`src/rtl/alu_seq_if.sv`:
```
// alu_seq_if: operand/result handshake bundle between the register file, alu_seq and writeback
interface alu_seq_if #(parameter int WIDTH = 8);
  logic             in_valid, in_ready, out_valid, out_ready;
  logic [WIDTH-1:0] a, b, r, r_hi;
  logic [3:0]       alu_op;
  logic             c_out, z, v, n;
  modport master (output in_valid, a, b, alu_op, out_ready,
                  input  in_ready, out_valid, r, r_hi, c_out, z, v, n);
  modport slave  (input  in_valid, a, b, alu_op, out_ready,
                  output in_ready, out_valid, r, r_hi, c_out, z, v, n);
endinterface

```
`src/rtl/alu_seq.sv`:
```
// alu_seq: registered ALU with persistent carry, multi-cycle shift-add multiplier and valid/ready handshakes
module alu_seq #(
  parameter int WIDTH  = 8,
  parameter bit MUL_EN = 1'b1
) (
  input logic      clk,
  input logic      rst_n,
  alu_seq_if.slave io
);
  typedef enum logic [1:0] {IDLE, BUSY, DONE} state_t;
  localparam int CW = $clog2(WIDTH + 1);
  localparam logic [CW-1:0] LAST = CW'(WIDTH);
  state_t             state_q, state_d;
  logic [WIDTH-1:0]   r_q, r_d, rh_q, rh_d, mc_q, mc_d;
  logic [2*WIDTH-1:0] p_q, p_d;
  logic [CW-1:0]      cnt_q, cnt_d;
  logic               c_q, c_d, z_q, z_d, v_q, v_d, n_q, n_d;
  logic               acc, is_mul, is_arith, is_sub, cin;
  logic [WIDTH-1:0]   bb, res;
  logic [WIDTH:0]     sum, step;
  assign io.in_ready  = state_q == IDLE || (state_q == DONE && io.out_ready);
  assign io.out_valid = state_q == DONE;
  assign io.r         = r_q;
  assign io.r_hi      = rh_q;
  assign io.c_out     = c_q;
  assign io.z         = z_q;
  assign io.v         = v_q;
  assign io.n         = n_q;
  assign acc      = io.in_valid && io.in_ready;
  assign is_mul   = MUL_EN && io.alu_op == 4'b1000;
  assign is_arith = io.alu_op[3:2] == 2'b00;
  assign is_sub   = is_arith && io.alu_op[1];
  assign bb       = is_sub ? ~io.b : io.b;
  // ADD/SUB inject 0/1, ADC/SBC inject the stored carry
  assign cin      = io.alu_op[0] ? c_q : io.alu_op[1];
  assign sum      = {1'b0, io.a} + {1'b0, bb} + {{WIDTH{1'b0}}, cin};
  assign res      = is_arith ? sum[WIDTH-1:0] :
                    io.alu_op == 4'd4 ? io.a & io.b :
                    io.alu_op == 4'd5 ? io.a | io.b :
                    io.alu_op == 4'd6 ? io.a ^ io.b :
                    io.alu_op == 4'd7 ? io.b : io.a;
  // one multiplier step: add multiplicand into the high half if the current multiplier bit is set
  assign step     = {1'b0, p_q[2*WIDTH-1:WIDTH]} + (p_q[0] ? {1'b0, mc_q} : '0);
  // next state, result/flag loading and multiplier iteration
  always_comb begin
    state_d = state_q;
    r_d     = r_q;
    rh_d    = rh_q;
    mc_d    = mc_q;
    p_d     = p_q;
    cnt_d   = cnt_q;
    c_d     = c_q;
    z_d     = z_q;
    v_d     = v_q;
    n_d     = n_q;
    if (acc && is_mul) begin
      state_d = BUSY;
      p_d     = {{WIDTH{1'b0}}, io.b};
      mc_d    = io.a;
      cnt_d   = '0;
    end else if (acc) begin
      state_d = DONE;
      r_d     = res;
      rh_d    = '0;
      z_d     = res == '0;
      n_d     = res[WIDTH-1];
      v_d     = is_arith && io.a[WIDTH-1] == bb[WIDTH-1] && sum[WIDTH-1] != io.a[WIDTH-1];
      c_d     = is_arith ? sum[WIDTH] : c_q;
    end else if (state_q == BUSY && cnt_q == LAST) begin
      state_d = DONE;
      r_d     = p_q[WIDTH-1:0];
      rh_d    = p_q[2*WIDTH-1:WIDTH];
      z_d     = p_q == '0;
      n_d     = p_q[2*WIDTH-1];
      v_d     = p_q[2*WIDTH-1:WIDTH] != '0;
    end else if (state_q == BUSY) begin
      p_d     = {step, p_q[WIDTH-1:1]};
      cnt_d   = cnt_q + CW'(1);
    end else if (state_q == DONE && io.out_ready) begin
      state_d = IDLE;
    end
  end
  // state and datapath registers; reset abandons any multiply in flight
  always_ff @(posedge clk or negedge rst_n) begin
    if (!rst_n) begin
      state_q <= IDLE;
      r_q     <= '0;
      rh_q    <= '0;
      mc_q    <= '0;
      p_q     <= '0;
      cnt_q   <= '0;
      c_q     <= 1'b0;
      z_q     <= 1'b0;
      v_q     <= 1'b0;
      n_q     <= 1'b0;
    end else begin
      state_q <= state_d;
      r_q     <= r_d;
      rh_q    <= rh_d;
      mc_q    <= mc_d;
      p_q     <= p_d;
      cnt_q   <= cnt_d;
      c_q     <= c_d;
      z_q     <= z_d;
      v_q     <= v_d;
      n_q     <= n_d;
    end
  end
endmodule
```
`src/flat_wrapper.sv`:
```
// flat-port wrapper written by rule: the top's interface ports become plain ports
module alu_seq_flat 
#(
  parameter int WIDTH  = 8,
  parameter bit MUL_EN = 1'b1
)
  (clk, rst_n, io_in_valid, io_a, io_b, io_alu_op, io_out_ready, io_in_ready, io_out_valid, io_r, io_r_hi, io_c_out, io_z, io_v, io_n);
  alu_seq_if #(.WIDTH(WIDTH)) io_i ();
  input logic clk;
  input logic rst_n;
  input wire logic [$bits(io_i.in_valid)-1:0] io_in_valid;
  input wire logic [$bits(io_i.a)-1:0] io_a;
  input wire logic [$bits(io_i.b)-1:0] io_b;
  input wire logic [$bits(io_i.alu_op)-1:0] io_alu_op;
  input wire logic [$bits(io_i.out_ready)-1:0] io_out_ready;
  output wire logic [$bits(io_i.in_ready)-1:0] io_in_ready;
  output wire logic [$bits(io_i.out_valid)-1:0] io_out_valid;
  output wire logic [$bits(io_i.r)-1:0] io_r;
  output wire logic [$bits(io_i.r_hi)-1:0] io_r_hi;
  output wire logic [$bits(io_i.c_out)-1:0] io_c_out;
  output wire logic [$bits(io_i.z)-1:0] io_z;
  output wire logic [$bits(io_i.v)-1:0] io_v;
  output wire logic [$bits(io_i.n)-1:0] io_n;
  assign io_i.in_valid = io_in_valid;
  assign io_i.a = io_a;
  assign io_i.b = io_b;
  assign io_i.alu_op = io_alu_op;
  assign io_i.out_ready = io_out_ready;
  assign io_in_ready = io_i.in_ready;
  assign io_out_valid = io_i.out_valid;
  assign io_r = io_i.r;
  assign io_r_hi = io_i.r_hi;
  assign io_c_out = io_i.c_out;
  assign io_z = io_i.z;
  assign io_v = io_i.v;
  assign io_n = io_i.n;
  alu_seq #(.WIDTH(WIDTH), .MUL_EN(MUL_EN)) u_core (.clk(clk), .rst_n(rst_n), .io(io_i));
endmodule
```
`config.mk`:
```
export PLATFORM = sky130hd
export DESIGN_NAME = alu_seq_flat
export DESIGN_NICKNAME = d
export VERILOG_FILES = /design/src/rtl/alu_seq_if.sv /design/src/rtl/alu_seq.sv /design/src/flat_wrapper.sv
export SDC_FILE = /design/constraint.sdc
export NUM_CORES = 1
export LEC_CHECK = 0
export ABC_CLOCK_PERIOD_IN_PS = 3130
export BUFFER_PORTS_ARGS = -buffer_cell sky130_fd_sc_hd__buf_2
export CAP_MARGIN = 20
export CORE_MARGIN = 3
export CORE_UTILIZATION = 55
export DETAILED_ROUTE_END_ITERATION = 10
export GPL_TIMING_DRIVEN = 0
export PLACE_DENSITY = 0.87
export SYNTH_ARGS = -nofsm -noshare
export SYNTH_HDL_FRONTEND = slang
export SYNTH_SLANG_ARGS = --single-unit
```
`constraint.sdc`:
```
create_clock -name clk -period 3.13 [get_ports clk]
set_clock_uncertainty 0.2 [all_clocks]
set_input_delay 0 -clock clk [delete_from_list [all_inputs] [get_ports clk]]
set_output_delay 0 -clock clk [all_outputs]
set_load 0.02 [all_outputs]
```
* Yosys cells after proc, flatten, opt, wreduce, memory -nomap -nowiden
Index checks and enable logic that the tools add are counted.
Storage, ports and cells: bits in registers 50, input bits 24
Cells by class: add/sub/neg operators 4, equality and inequality tests 13, muxes and demuxes 31, bitwise operators 5, reductions and logical operators 20
Operator list (number):
- 8-bit two-way mux | 11
- 16-bit two-way mux | 4
- 4-bit by 3-bit == test with 1-bit output, second input constant | 4
- 16-bit logical NOT | 1
- 4-bit two-way mux | 4
- 2-bit two-way mux | 5
- 8-bit by 8-bit adder with 9-bit output | 1
- 8-bit by 9-bit adder with 9-bit output | 1
- 9-bit by 1-bit adder with 9-bit output | 1
- 8-bit AND | 1
- 4-bit == test, second input constant | 2
- 8-bit logical NOT | 1
- 8-bit NOT | 1
- 8-bit OR | 1
- 8-bit nonzero test | 1
- 8-bit bitwise XOR | 1
- 1-bit logical AND | 7
- 1-bit two-way mux | 7
- 3-bit AND reduction | 2
- 4-bit by 1-bit adder with 4-bit output, second input constant | 1
- 2-bit logical NOT | 2
- 4-bit by 2-bit inequality test with 1-bit output, second input constant | 1
- 2-bit AND reduction | 2
- 2-bit nonzero test | 2
- other kinds (9) | 9

* Logic depth before layout (Yosys ltp)
Gate-level depths: netlist of run 1.
word-level depth 8, depth in mapped cells 14

* Least setup slack after synthesis of run 1
OpenSTA, ideal clock, no wires.
path type in2reg, start input io_alu_op[2], end register u_core.z_q, in the netlist u_core.io.z, setup time 0.095 ns, arrival 3.036 ns, required time 2.835 ns, path slack -0.201 ns, cell stages on the path 14, path buffers 2, path through buf_6 nor2_1 and2_1 buf_2 xnor2_1 fa_1 fa_1 and2b_1 o21ai_0 and4_1 or3_1 nor4_2 nand4_1 o31ai_1
On the way: cells in the longest elaborated chain, start to end 8, elaborated cells between the ends (all ways) 20
Ends and longest elaborated chain:
- from (decl) | RTL line flat_wrapper.sv:14 | input wire logic [$bits(io_i.alu_op)-1:0] io_alu_op;
- 2-bit logical NOT / 4-bit by 3-bit == test with 1-bit output (equally long branches) | RTL line alu_seq.sv:31, alu_seq.sv:41
- 1-bit logical AND / 8-bit two-way mux (equally long branches) | RTL line alu_seq.sv:32, alu_seq.sv:41
- 8-bit two-way mux, on equally long branches | RTL line alu_seq.sv:33, alu_seq.sv:40
- 8-bit by 8-bit adder with 9-bit output / 8-bit two-way mux (equally long branches) | RTL line alu_seq.sv:36, alu_seq.sv:39
- 9-bit by 1-bit adder with 9-bit output / 8-bit two-way mux (equally long branches) | RTL line alu_seq.sv:36, alu_seq.sv:38
- 8-bit two-way mux | RTL line alu_seq.sv:37 | assign res = is_arith ? sum[WIDTH-1:0] :
- 8-bit logical NOT | RTL line alu_seq.sv:65 | z_d = res == '0;
- 1-bit two-way mux | RTL line alu_seq.sv:61 | end else if (acc) begin
- to (signal assigned) | RTL line alu_seq.sv:104 | z_q <= z_d;
- to (decl) | RTL line alu_seq.sv:17 | logic c_q, c_d, z_q, z_d, v_q, v_d, n_q, n_d;
Parallel ways exist; a longest one is shown, timed or not. A chain may end at the register's enable or synchronous reset.

* Final worst setup path of run 1
start input io_b[0], end register u_core.r_q[6], in the netlist u_core.io.r[6]
On the way: cells in the longest elaborated chain, start to end 6
Ends and longest elaborated chain:
- from (decl) | RTL line flat_wrapper.sv:13 | input wire logic [$bits(io_i.b)-1:0] io_b;
- 8-bit NOT | RTL line alu_seq.sv:33 | assign bb = is_sub ? ~io.b : io.b;
- 8-bit two-way mux * | RTL line alu_seq.sv:33
- 8-bit by 8-bit adder with 9-bit output * | RTL line alu_seq.sv:36 | assign sum = {1'b0, io.a} + {1'b0, bb} + {{WIDTH{1'b0}}, cin};
- 9-bit by 1-bit adder with 9-bit output * | RTL line alu_seq.sv:36
- 8-bit two-way mux * | RTL line alu_seq.sv:37
- 8-bit two-way mux * | RTL line alu_seq.sv:61
- to (signal assigned) | RTL line alu_seq.sv:98 | r_q <= r_d;
- to (decl) | RTL line alu_seq.sv:14 | logic [WIDTH-1:0] r_q, r_d, rh_q, rh_d, mc_q, mc_d;
Every way passes the cells marked *; elsewhere a longest branch is shown, timed or not.

==> results.ini, run 1 <==
[yosys]
syn-num-nets = 466
synth_area_leaders = dfrtp_1, ha_1, nand2_1
netlist_instances = 406
synth_warnings = 0
synth_top_cell_by_area = dfrtp_1
ys.flop_type = dfrtp_1
synth_seq_area_share_pct = 34.3
synth_edf_count = 0
syn_area_per_cell_sq_um = 8.98
synth_async_sr_flop_share_pct = 100
syn-cell-area_sq_um = 3650
synth_cell_types = 51
ys_ff_latch = 50
synth_top_area_share_pct = 34.3

[worst_hold_path]
hold_end = u_core.state_q[0]$_DFFE_PN0P_
min_path_cells = 3
hold_path_class = primary input to register
min_from = io_alu_op[3]

[die]
die_w_um = 87.4
die_area_sq_um = 7640
ios = 46
initial_core_util_pct = 57.1
rows = 29
core_area_sq_um = 6390
fp.dieH_um = 87.4

[routing]
first_pass_iters = 5
drt-initial-drc-count = 339
viasPerCell = 6.14
drtAntennaViolNets = 0
routed_wl_mm = 9.65
drc = 0
num_vias = 3421
wl_per_cell_um = 17.3

[placed_design]
dpl.hpwl_mm = 7.13
gp_congestion = 0.932
dp_cells = 527
place_area_sq_um = 3970
port_buffers = 44

[setup_path]
path_max_fanout = 5
startpoint_type = primary input
r2r_cells = 10
crit_type = primary input to register
r2r_slack_ns = 0.16
reg2reg_to = u_core.io.r[6]$_DFFE_PN0P_
critPathCaptureType = register
r2r-start = u_core.io.c_out$_DFFE_PN0P_
arrival_ns = 3.10
crit_required_ns = 3.18

[finish]
diodes = 0
drive_gt1_share_pct = 17.7
multi_input_area_sq_um = 2220
fillers = 500
syn_to_final_growth_pct = 19.6
final_area_sq_um = 4360
finalNetCount = 539
final_cells = 557
regArea_sq_um = 1250

[timing]
drv_slew = 0
final-hold-violation-count = 0
slew_headroom_pct = 21.3
setup_viol = 0
period_share_pct = 97.2
fmax_ghz = 0.329
post-route-min-period_ns = 3.04
grt_setup_unrepaired = yes
tightest_slew_ns = 1.15

[clocking]
numCtsBuffers = 5
h-tree-depth = 2
clock_path_buffers = 2
cts_sinks = 50
insertion_delay_ns = 0.32
path_clk_slew_ns = 0.11
cts_tree = built
cts_root_buf = clkbuf_8

[flow_run]
cap_violations = 0

[global_route]
grt_first_pass_wirelength_mm = 15.6
grt_pass1_vias = 3147
grt_antenna_before_repair = 0
overflow = 0
grt_util_all_layers_pct = 25.8
grt_start_max_net_pins = 51

[outcome]
status = finished clean

[pwr]
power.leakage_uw = 0.00212
vdd_drop_max_mv = 0.567
power-per-cell-area_nw_per_um2 = 679

-- per-stage QoR --
step	power, uW	setup WS [ns]	TNS, ns	hold WS [ns]	util [%]
final	2960	0.0888	0	0.0301	68.3
after global routing	3160	-0.0164	-0.0177	0.0731	68.3
after CTS	2930	0.0106	0	0.0257	67.3
after detailed placement	2420	-0.473	-1.39	0.0628	62.2
after global placement	2350	-0.422	-1.07	0.0477	62.2
after floorplan	2000	0.0142	0	-0.496	-
-- cell families after synthesis --
kind of cell / count (synthesis) / share of synthesized area [%]
xor gates and xnor gates: 21 / 5.04
AOI/OAI and AO/OA: 107 / 19.4
muxes: 20 / 6.69
DFF: 50 / 34.3
buffers and inverters: 53 / 5.97
adders and majority gates: 36 / 13.0
and+or+nand+nor: 119 / 15.6
-- Yosys cell counts (all sizes together) (3+ instances only) --
master    n
a22oi     9
dfrtp    50
nand3b    3
xnor2    17
ha       33
a21o      5
nor3      3
o21bai    3
a2111oi   5
mux2      9
o211ai    4
nand2    55
nand2b    3
nor2b     5
o21ai    26
o22ai     8
a311oi    5
a31oi     3
a21oi    19
nor2     23
xor2      4
nand4     3
clkbuf   11
and2      9
buf      10
fa        3
mux2i     9
nor4      6
o31ai     4
a211oi    4
inv      32
-- worst max-delay path by stage --
stage,from,end,slack [ns],depth (start not counted)
after floorplan,io_alu_op[2],u_core.io.z$_DFFE_PN0P_,0.01,14
after global placement,io_alu_op[1],u_core.io.z$_DFFE_PN0P_,-0.42,14
after detailed placement,io_alu_op[1],u_core.io.z$_DFFE_PN0P_,-0.47,14
after CTS,io_b[0],u_core.io.z$_DFFE_PN0P_,0.01,12
after global routing,io_b[0],u_core.io.z$_DFFE_PN0P_,-0.02,12
final,io_b[0],u_core.io.r[6]$_DFFE_PN0P_,0.09,12
-- metal layers --
layer | track usage (%) | share of wire (%)
met1 | 36.6 | 43
met2 | 40.7 | 47
met3 | 4.73 | 8.6
met4 | 6.83 | 1.7
met5 | 0 | 0
-- registers in the layout, indices dropped and copies added, names as in the netlist --
register / count
u_core.state_q: 2
u_core.io.r: 8
u_core.io.r_hi: 8
u_core.mc_q: 8
u_core.cnt_q: 4
u_core.io.v: 1
u_core.p_q: 16
u_core.io.c_out: 1
u_core.io.n: 1
u_core.io.z: 1
-- placed cells by master, fill, tap and decap left out, types with 11 or more instances in the layout --
cell and instances:
o21ai_0 24, nor2_1 20, inv_1 32, nand2_1 55, dlygate4sd3_1 20, dfrtp_1 50, a21oi_1 19, buf_2 50
ha_1 33, xnor2_1 16, clkbuf_1 11
-- repair_timing --
action / CTS / global route
gates cloned: 0 / 0
setup endpoints to repair: 3 / 3
resized for setup: 3 / 11
setup buffers: 2 / 0
hold buffers: 19 / 1
pin swaps: 1 / 4
endpoints found under the hold margin: 69 / 9
-- report_power, final --
part           switching, uW  internal [uW]
combinational            838            546
sequential               207            896
clock                    231            242
total                   1280           1680
-- worst max-delay path: stages --
cell	delay [ns]
dlygate4sd3_1	0.53
buf_2	0.17
xnor2_2	0.16
fa_2	0.42
fa_2	0.36
and2b_1	0.24
o211ai_1	0.16
a21boi_1	0.29
mux2i_1	0.23
o21bai_1	0.10
a311oi_1	0.31
a21o_1	0.12
-- area by class of cell --
type | instances | share of cell area, %
Tap cell | 77 | 2.21
Multi-Input combinational cell | 303 | 51.0
Buffer | 20 | 2.24
Sequential cell | 50 | 28.7
Clock buffer | 5 | 1.58
Inverter | 32 | 2.75
Clock inverter | 3 | 1.09
Timing Repair Buffer | 67 | 10.4
Power figures use the tool's default switching activity.
==> run 2: changes to the inputs <==
ABC_CLOCK_PERIOD_IN_PS = 3800   (was 3130)
clock period = 3.8 ns   (was 3.13 ns; I/O delays follow)
==> run 2 against run 1 <==
Clock-buffer cell count unchanged. Critical path type unchanged. Combinational power shrank 20%. Core utilization decreased by 1.2 points. Critical endpoint is now u_core.io.z$_DFFE_PN0P_. Worst setup slack gained 0.25 ns. Largest power group unchanged. Die area did not move.
==> results.ini, run 2 (same netlist as run 1, synthesis figures left out) <==
[timing]
period_share_pct = 91.0
tightest_slew_ns = 0.877  ; -0.274 ns
grt_setup_unrepaired = no
drv_slew = 0  ; unchanged
post-route-min-period_ns = 3.46
slew_headroom_pct = 40.0  ; +19 points
final-hold-violation-count = 0  ; unchanged
fmax_ghz = 0.289
setup_viol = 0  ; unchanged
hold_ws_ns = 0.0272  ; -0.00286 ns

[pwr]
p_int_uw = 1310  ; -22%
vdd_drop_max_mv = 0.438  ; -23%
combPwrFrac_pct = 47.1  ; +0.4 points
clkPwrFrac_pct = 14.2  ; -1.8 points
power.leakage_uw = 0.00210  ; -1.1%
pwr-share-seq_pct = 38.6  ; +1.3 points
power-per-cell-area_nw_per_um2 = 550  ; -19%
sw_frac_of_total_pct = 44.4  ; +1.3 points
switching_power_uw = 1050  ; -18%

[setup_path]
critPathCaptureType = register
r2r_cells = 10  ; unchanged
cp_top_family = simple AND/OR/NAND/NOR gates
crit_type = primary input to register
slowest_delay_ns = 0.46  ; -0.07 ns
cpMaxStageDelayCell = fa_1
reg2reg_to = u_core.io.z$_DFFE_PN0P_
startpoint_type = primary input
worst_path_most_repeated_cell = buf_2
arrival_ns = 3.48  ; +0.38 ns
crit_required_ns = 3.82  ; +0.64 ns
r2r_slack_ns = 0.53  ; +0.37 ns
path_max_fanout = 10  ; +5
r2r-start = u_core.io.c_out$_DFFE_PN0P_
cp_num_buf_inv = 3  ; +1
path_cells = buf_2 > buf_2 > and2_1 > buf_2 > xnor2_1 > fa_1 > fa_1 > and2b_1 > o21ai_0 > and4_1 > or3_1 > nor4_2 > nand4_1 > o31ai_1
crit_path_start = io_alu_op[1]

[die]
die_area_sq_um = 7640  ; unchanged
initial_core_util_pct = 57.1  ; unchanged
fp.dieH_um = 87.4  ; unchanged
die_w_um = 87.4  ; unchanged
core_area_sq_um = 6390  ; unchanged
ios = 46  ; unchanged
rows = 29  ; unchanged

[finish]
final_cell_mix = nand2_1, buf_2, dfrtp_1
regMostFlops = u_core.p_q
syn_to_final_growth_pct = 17.5
largest_reg_flops = 16  ; unchanged
layout_commonest_cell = nand2_1
utilization_pct = 67.1  ; -1.2 points
drive_gt1_share_pct = 16.1  ; -1.6 points
diodes = 0  ; unchanged
finalNetCount = 538  ; -0.19%

[worst_hold_path]
min_path_cells = 3  ; unchanged
min_from = io_alu_op[3]
hold_end = u_core.state_q[0]$_DFFE_PN0P_
hold_path_class = primary input to register

[routing]
drt-initial-drc-count = 353  ; +4.1%
wl_per_cell_um = 17.0  ; -1.8%
top_layer_used = met4
viasPerCell = 6.15  ; +0.12%
wl_met3_um = 865  ; +4.7%
first_pass_iters = 5  ; unchanged
wl_met1_mm = 3.88  ; -6.3%
drc = 0  ; unchanged
routed_wl_mm = 9.46  ; -1.9%
num_vias = 3419  ; -0.058%
wl_met2_mm = 4.43  ; -2.1%
drtAntennaViolNets = 0  ; unchanged

[global_route]
grt_antenna_before_repair = 0  ; unchanged
grt_start_max_net_pins = 51  ; unchanged
grt_pass1_vias = 3272  ; +4.0%
grt_util_all_layers_pct = 25.7  ; -0.12 points
grt_first_pass_wirelength_mm = 15.5  ; -0.71%
overflow = 0  ; unchanged

[clocking]
cts_root_buf = clkbuf_8
insertion_delay_ns = 0.32  ; about the same
cts_sinks = 50  ; unchanged
clock_path_buffers = 2  ; unchanged
numCtsBuffers = 5  ; unchanged
path_clk_slew_ns = 0.11  ; about the same
cts_tree = built
h-tree-depth = 2  ; unchanged

[outcome]
status = finished clean

[placed_design]
port_buffers = 44  ; unchanged
gp_congestion = 1.01  ; +8.0%
dpl.hpwl_mm = 7.10  ; -0.42%

[flow_run]
cap_violations = 0  ; unchanged

run 2: changes by cell type in the layout (fill, tap and decap cells not counted), sizes merged:
cell	delta
buf	-1
bufinv	-1
clkinv	+1
run 2: tightest hold or removal path, cell delays in order:
cell	delay, ns
buf_2	0.13
nand3_1	0.26
o21ai_0	0.12
run 2: layout make-up:
cell class / instances / area (sq um)
multi-input cells: 303 / 2180
fillers: 508 / 2100
flip-flops and latches: 50 / 1250
repair buffers: 65 / 440
inverters: 32 / 120
plain buffers: 21 / 97.6
well taps: 77 / 96.3
clock buffers: 5 / 68.8
clock inverters: 3 / 28.8
run 2: timing repair:
item	in CTS	in global routing
hold buffers	19	1
buffers inserted	0	0
resized for setup	0	1
setup endpoints to repair	0	1
endpoints found under the hold margin	70	18
run 2: routing by layer:
metal / vias to the layer above / global-route usage [%]
met2: 191 / 39.7
met5: - / 0
met4: 0 / 11.6
met1: 1610 / 33.5
li1: 1578 / -
met3: 40 / 7.10
run 2: how the worst max path moves through the flow:
stage	cells after the start	end
after floorplan	14	u_core.io.z$_DFFE_PN0P_
after global placement	14	u_core.io.z$_DFFE_PN0P_
after detailed placement	14	u_core.io.z$_DFFE_PN0P_
after CTS	14	u_core.io.z$_DFFE_PN0P_
after global routing	14	u_core.io.z$_DFFE_PN0P_
final	14	u_core.io.z$_DFFE_PN0P_
run 2: power groups by stage:
stage / logic [uW] / clock network (uW) / registers [uW]
final: 1110 / 335 / 910
after global routing: 1230 / 356 / 934
after CTS: 1100 / 334 / 906
after detailed placement: 1080 / 0 / 916
after global placement: 1030 / 0 / 901
after floorplan: 670 / 0 / 975
run 2: through the flow:
stage | setup WS [ns] | power (uW) | setup TNS [ns] | std cells | area [sq um]
3_3_place_gp | -0.0559 | 1940 | -0.0559 | 527 | 3960
5_1_grt | 0.120 | 2520 | 0 | 556 | 4280
2_1_floorplan | 0.469 | 1650 | 0 | 406 | 3650
3_5_place_dp | -0.156 | 2000 | -0.249 | 527 | 3960
6_report | 0.342 | 2350 | 0 | 556 | 4280
4_1_cts | 0.239 | 2340 | 0 | 554 | 4250
